File: src/rtl/pipe_hazard_ctrl.sv
// Pipeline hazard/flush sequencing plus MULT/DIV start-busy-done tracking for the 5-stage core.
// Define PIPE_HAZARD_CTRL_PERF_EN to build the saturating stall/flush performance counters.
module pipe_hazard_ctrl #(
   parameter int unsigned MUL_LAT = 4,
   parameter int unsigned DIV_LAT = 32
) (
   input  logic        clk,
   input  logic        rst,
   input  logic [4:0]  id_rs,
   input  logic [4:0]  id_rt,
   input  logic        id_uses_rs,
   input  logic        id_uses_rt,
   input  logic        id_jump,
   input  logic        id_md_start,
   input  logic        id_md_is_div,
   input  logic        id_uses_hilo,
   input  logic        ex_dm_r,
   input  logic        ex_gpr_we,
   input  logic [4:0]  ex_wr_reg,
   input  logic        ex_branch_taken,
   output logic        pc_en,
   output logic        ifid_en,
   output logic        ifid_flush,
   output logic        idex_flush,
   output logic        md_go,
   output logic        md_busy,
   output logic        md_done,
   output logic [31:0] stall_cnt,
   output logic [31:0] flush_cnt
);

   // state | meaning
   // IDLE  | MULT/DIV unit free, no result pending
   // BUSY  | operation in flight, cnt holds remaining busy cycles minus one
   // DONE  | result available for one cycle; may restart immediately
   typedef enum logic [1:0] {
      ST_IDLE = 2'd0,
      ST_BUSY = 2'd1,
      ST_DONE = 2'd2
   } md_state_t;

   localparam logic [4:0] MUL_LOAD = 5'(MUL_LAT - 1);
   localparam logic [4:0] DIV_LOAD = 5'(DIV_LAT - 1);

   md_state_t  state;
   logic [4:0] cnt;
   logic       rs_hit;
   logic       rt_hit;
   logic       lu;
   logic       mds;
   logic       stall;
   logic       accept;

   assign rs_hit = id_uses_rs & (id_rs == ex_wr_reg);
   assign rt_hit = id_uses_rt & (id_rt == ex_wr_reg);
   assign lu     = ex_dm_r & ex_gpr_we & (ex_wr_reg != 5'd0) & (rs_hit | rt_hit);
   assign mds    = md_busy & (id_md_start | id_uses_hilo);

   // A taken branch squashes the ID instruction, so it overrides any stall.
   assign stall  = ~rst & ~ex_branch_taken & (mds | lu);
   assign accept = ~rst & id_md_start & ~ex_branch_taken & ~lu & (state != ST_BUSY);

   assign pc_en      = ~stall;
   assign ifid_en    = ~stall;
   assign idex_flush = ex_branch_taken | stall;
   assign ifid_flush = ex_branch_taken | (id_jump & ~stall);
   assign md_go      = accept;

   always_ff @(posedge clk or posedge rst) begin
      if (rst) begin
         state   <= ST_IDLE;
         cnt     <= 5'd0;
         md_busy <= 1'b0;
         md_done <= 1'b0;
      end else begin
         case (state)
            ST_BUSY: begin
               if (cnt == 5'd0) begin
                  state   <= ST_DONE;
                  md_busy <= 1'b0;
                  md_done <= 1'b1;
               end else begin
                  cnt <= cnt - 5'd1;
               end
            end
            default: begin
               if (accept) begin
                  state   <= ST_BUSY;
                  cnt     <= id_md_is_div ? DIV_LOAD : MUL_LOAD;
                  md_busy <= 1'b1;
                  md_done <= 1'b0;
               end else begin
                  state   <= ST_IDLE;
                  md_busy <= 1'b0;
                  md_done <= 1'b0;
               end
            end
         endcase
      end
   end

`ifdef PIPE_HAZARD_CTRL_PERF_EN
   logic [31:0] stall_q;
   logic [31:0] flush_q;

   always_ff @(posedge clk or posedge rst) begin
      if (rst) begin
         stall_q <= 32'd0;
         flush_q <= 32'd0;
      end else begin
         if (!pc_en && (stall_q != 32'hFFFF_FFFF)) stall_q <= stall_q + 32'd1;
         if (ifid_flush && (flush_q != 32'hFFFF_FFFF)) flush_q <= flush_q + 32'd1;
      end
   end

   assign stall_cnt = stall_q;
   assign flush_cnt = flush_q;
`else
   assign stall_cnt = 32'd0;
   assign flush_cnt = 32'd0;
`endif

endmodule

File: config.mk
export PLATFORM = sky130hd
export DESIGN_NAME = pipe_hazard_ctrl
export DESIGN_NICKNAME = d
export VERILOG_FILES = /design/src/rtl/pipe_hazard_ctrl.sv
export SDC_FILE = /design/constraint.sdc
export NUM_CORES = 1
export LEC_CHECK = 0
export ABC_AREA = 1
export BUFFER_PORTS_ARGS = -buffer_cell sky130_fd_sc_hd__buf_2
export CAP_MARGIN = 25
export CORE_MARGIN = 2
export CORE_UTILIZATION = 43
export CTS_BUF_LIST = sky130_fd_sc_hd__clkbuf_8
export DETAILED_ROUTE_END_ITERATION = 8
export GPL_ROUTABILITY_DRIVEN = 0
export GPL_TIMING_DRIVEN = 0
export PLACE_DENSITY = 0.91
export SLEW_MARGIN = 20
export SYNTH_ARGS = -nofsm -noshare
export SYNTH_HDL_FRONTEND = slang
export SYNTH_SLANG_ARGS = --single-unit
File: constraint.sdc
create_clock -name clk -period 3.4 [get_ports clk]
set_input_delay 0.68 -clock clk [delete_from_list [all_inputs] [get_ports clk]]
set_output_delay 0.68 -clock clk [all_outputs]
set_load 0.01 [all_outputs]
**Word-level counts from Yosys, hierarchy flattened**

Cells that the tools add are included.

- Bits in registers: 9
- Bits in latches: 0
- Bits in writable memories: 0
- Memory bits (read-only): 0
- Input port bits: 26
- Output and inout bits: 71
- Logic and storage cells: 49
- Memories: 0

- Add/subtract/negate cells: 1
- $mul: 0
- Div/mod/pow operators: 0
- Order comparisons: 0
- Eq/ne operators: 6
- Shifts and indexed selects: 0
- Mux-type cells: 12
- Bitwise logic cells: 22
- Reduce and logical (&&, ||, !) cells: 4

Operators with widths:

| cell | count |
|---|---|
| 2-to-1 mux 5 bit | 4 |
| bitwise AND 1 bit | 13 |
| == test 5 bit | 2 |
| 2-to-1 mux 1 bit | 6 |
| zero test 5 bit | 1 |
| bitwise OR 1 bit | 5 |
| nonzero test 5 bit | 1 |
| subtractor 5 x 1 -> 5 bit (second input constant) | 1 |
| 2-to-1 mux 2 bit | 2 |
| inequality test 2 bit (second input constant) | 2 |
| inverter 1 bit | 4 |
| == test 2 x 1 -> 1 bit (second input constant) | 1 |
| inequality test 2 x 1 -> 1 bit (second input constant) | 1 |
| AND reduction 2 bit | 1 |
| nonzero test 2 bit | 1 |

**Depth between registers and ports, before layout**

- Depth in word-level cells: 9
- Mapped depth: 11

**Worst setup path after synthesis**

No wires, ideal clock.

- Kind: input to output
- From: in ex_wr_reg[2]
- To: out ifid_flush
- Arrival time: 1.422 ns
- Required time: 2.720 ns
- Path slack: 1.298 ns
- Cell stages on the path: 11
- Path buffers: 0
- Cell sequence: inv_1 nand2_1 nand2_1 nor2_2 nand3_1 nand2_1 nand2_2 nand2_1 nand2_1 nand2_1 nand2_1

- Word-level cells in the longest chain between the ends: 9
- Elaborated cells between the ends (all ways): 13
- Those cells by class: 2 x eq/ne; 10 x bitwise; 1 x reduce/logical

Ends and longest elaborated chain:

| what | RTL line | source |
|---|---|---|
| from (decl) | 19 | `input logic [4:0] ex_wr_reg,` |
| == test 5 bit (on tied branches) | 54, 55 |  |
| bitwise AND 1 bit (on tied branches) | 54, 55 |  |
| bitwise OR 1 bit | 56 | `assign lu = ex_dm_r & ex_gpr_we & (ex_wr_reg != 5'd0) & (rs_hit \| rt_hit);` |
| bitwise AND 1 bit (*) | 56 |  |
| bitwise OR 1 bit (*) | 60 | `assign stall = ~rst & ~ex_branch_taken & (mds \| lu);` |
| bitwise AND 1 bit (*) | 60 |  |
| inverter 1 bit (*) | n/a |  |
| named net ifid_en | 22 | `output logic ifid_en,` |
| bitwise AND 1 bit (*) | 66 | `assign ifid_flush = ex_branch_taken \| (id_jump & ~stall);` |
| bitwise OR 1 bit (*) | 66 |  |
| to (decl) | 23 | `output logic ifid_flush,` |

The timed path passes the listed nets; every way through them passes the cells marked *.

**Worst setup path in the final report**

- From: in ex_wr_reg[4]
- To: out pc_en

- Word-level cells in the longest chain between the ends: 7
- Elaborated cells between the ends (all ways): 11
- Those cells by class: 2 x eq/ne; 8 x bitwise; 1 x reduce/logical

Ends and longest elaborated chain:

| what | RTL line | source |
|---|---|---|
| == test 5 bit (on tied branches) | 54, 55 |  |
| bitwise AND 1 bit (on tied branches) | 54, 55 |  |
| bitwise OR 1 bit | 56 |  |
| bitwise AND 1 bit (*) | 56 |  |
| bitwise OR 1 bit (*) | 60 |  |
| bitwise AND 1 bit (*) | 60 |  |
| inverter 1 bit (*) | 63 | `assign pc_en = ~stall;` |
| to (decl) | 21 | `output logic pc_en,` |

Mark *: on every way between the ends. The rest lies on a longest branch, timed or not.

==> results_dict.tcl <==
set metrics [dict create \
    setup_tns_ns 0 \
    power_switching_uw 291.0 \
    cts_resized 0 \
    start_util 0.4631 \
    status "complete, no violations" \
    cts.sinks 7 \
    setup_violations 0 \
    final_cell_area_um2 1658 \
    num_rows 18 \
    viasPerCell 3.594 \
    worstSkewPairLatency_ns 0.23 \
    hold_viol_final 0 \
    drtPass1Iterations 4 \
    n_antenna_cell 0 \
    dp_hpwl_mm 2.130 \
    dpl_cell_area_um2 1613 \
    internal-power_uw 358.9 \
    layout-drive-gt1-share 0.3819 \
    powerDensity_nw_per_um2 392.0 \
    slew_viol_final 0 \
    grt_pass1_vias 892 \
    grt_antenna_before_repair 0 \
    arrival_ns 1.69 \
    max-clock-path-buffers 2 \
    swShare 0.4478 \
    mappedNetlistArea_um2 1179 \
    grt_pass1_wl_mm 3.588 \
    ys_seq_area_frac 0.1486 \
    core-area_um2 2545 \
    dieHeight_um 56.36 \
    cellLeakagePower_uw 0.001176 \
    crit_path_end_kind "output pin" \
    layout_min_cycle_time_ns 2.373 \
    wire_per_inst_um 7.390 \
    antenna_left 0 \
    post_synth.cell_area_avg_um2 6.236 \
    syn_to_final_growth_pct 40.66 \
    portBuffers 32 \
    max_freq_mhz 421.5 \
    drc 0 \
    cts_setup_buffers 0 \
    tritoncts "yes" \
    fin_crit_sh 0.6978 \
    grt-ovfl-total 0 \
    vias 1143 \
    io_pins 97 \
    die_area_um2 3176 \
    synth_cell_types 18 \
    ctsRootBufferMaster "clkbuf_8" \
    ir_worst_vdd_mv 0.4074 \
    comb_power_share 0.593 \
    critPathKind "input port to output pin" \
    routed_wl_mm 2.350 \
    seqPwrFrac 0.233 \
    fin_skew_ns 0.001623 \
    cts_buffers 3 \
    holdWs_ns 0.3913 \
    nets 317 \
    yosysWarnings 0 \
    first_iter_violations 11 \
    path_max_fanout 4 \
    rsz0062_at_grt "false" \
    postCtsHoldBufs 0 \
    cap_violations 0 \
    fin_util 0.6514 \
    ys_ff_latch 7 \
    hold_class "input port to async pin" \
    track_usage 0.1429 \
    clkTransAtPathRegs_ns 0.04 \
    startpoint_type "input port" \
    syn_inst 189 \
    h-tree-depth 1 \
    power_frac_clock 0.174 \
    dieWidth_um 56.36 \
    grt_max_degree 8 \
    worst_ep_required_time_ns 2.72 \
]
flip-flops by register name (all words and copies together) (netlist names):
signal	count
cnt	5
state	1
md_done	1
Yosys cell counts:
cell,count,share of area
buf_4,65,0.41
nand2_1,50,0.16
inv_1,23,0.073
nor2_1,13,0.041
nand3_1,10,0.042
dfrtp_1,7,0.15
o21ai_0,5,0.021
inv_2,3,0.0096
ha_1,2,0.021
nand2_2,2,0.011
nand2_4,2,0.019
a21oi_1,1,0.0042
a31oi_1,1,0.0053
and3_2,1,0.0064
conb_1,1,0.0032
nand4_1,1,0.0053
nor2_2,1,0.0053
nor2_4,1,0.0096
cells by family after synthesis:
logic type	after synthesis	share of synthesized area
compound gates	7	0.03078
fa+ha+maj	2	0.02123
buf+inv	91	0.4968
flops	7	0.1486
other cells	1	0.003182
simple gates	81	0.2994
worst max-delay path, stage by stage:
cell and delay (ns):
buf_2 0.11, inv_2 0.05, nand2_1 0.05, nand2_1 0.05, nor2_1 0.12, nand3_1 0.08
nand2_1 0.07, nand2_2 0.07, nand2_1 0.06, nand2_1 0.08, buf_4 0.14, buf_2 0.13
metrics by stage:
step           instances  power (uW)  setup WS, ns
2_1_floorplan        252       451.5         1.298
3_3_place_gp         314       516.6         1.047
3_5_place_dp         314       531.3         1.025
4_1_cts              318       649.1         1.020
5_1_grt              318       721.3        0.8998
6_report             318       649.9         1.027
metal layers:
metal	global-route usage	up-vias	part of all wire
met4	0.07143	0	0.016
met3	0.05530	4	0.11
met1	0.1261	457	0.34
li1	-	632	-
met2	0.2756	50	0.53
met5	0	-	0
power by group through the flow:
| stage | registers, uW | clock network [uW] | logic [uW] |
|---|---|---|---|
| 2_1_floorplan | 150 | 0 | 302 |
| 3_3_place_gp | 149 | 0 | 368 |
| 3_5_place_dp | 152 | 0 | 379 |
| 4_1_cts | 151 | 117 | 381 |
| 5_1_grt | 157 | 123 | 441 |
| 6_report | 151 | 113 | 386 |
final timing paths:
path	from	to	slack (ns)	cells past startpoint
worst max-delay path	ex_wr_reg[4]	pc_en	1.03	12
worst min-delay path	rst	cnt[4]$_DFFE_PP0P_	0.39	2
worst max register to register	cnt[0]$_DFFE_PP0P_	cnt[2]$_DFFE_PP0P_	2.08	7
worst min register to register	cnt[4]$_DFFE_PP0P_	cnt[4]$_DFFE_PP0P_	0.50	2
max in group asynchronous	rst	state[0]$_DFFE_PP0P_	2.80	2
min in group clk	cnt[4]$_DFFE_PP0P_	cnt[4]$_DFFE_PP0P_	0.50	2
cell type report:
type	instances	area (um^2)
Tap cell	30	37.54
Inverter	26	97.59
Buffer	65	488.0
Multi-Input combinational cell	154	654.4
Timing Repair Buffer	32	160.2
Clock buffer	3	41.29
Clock inverter	1	3.754
Sequential cell	7	175.2
Fill cell	236	887.1
cell usage in the layout (no fill, tap or decap), types with 2 or more instances in the layout:
cell type / count
o21ai_0: 5
nand2_4: 2
dfrtp_1: 7
clkbuf_8: 3
conb_1: 64
buf_4: 65
inv_1: 24
buf_2: 32
inv_2: 3
nand2_2: 2
ha_1: 2
nand3_1: 10
nor2_1: 13
nand2_1: 50
(Power assumes the default switching activity.)
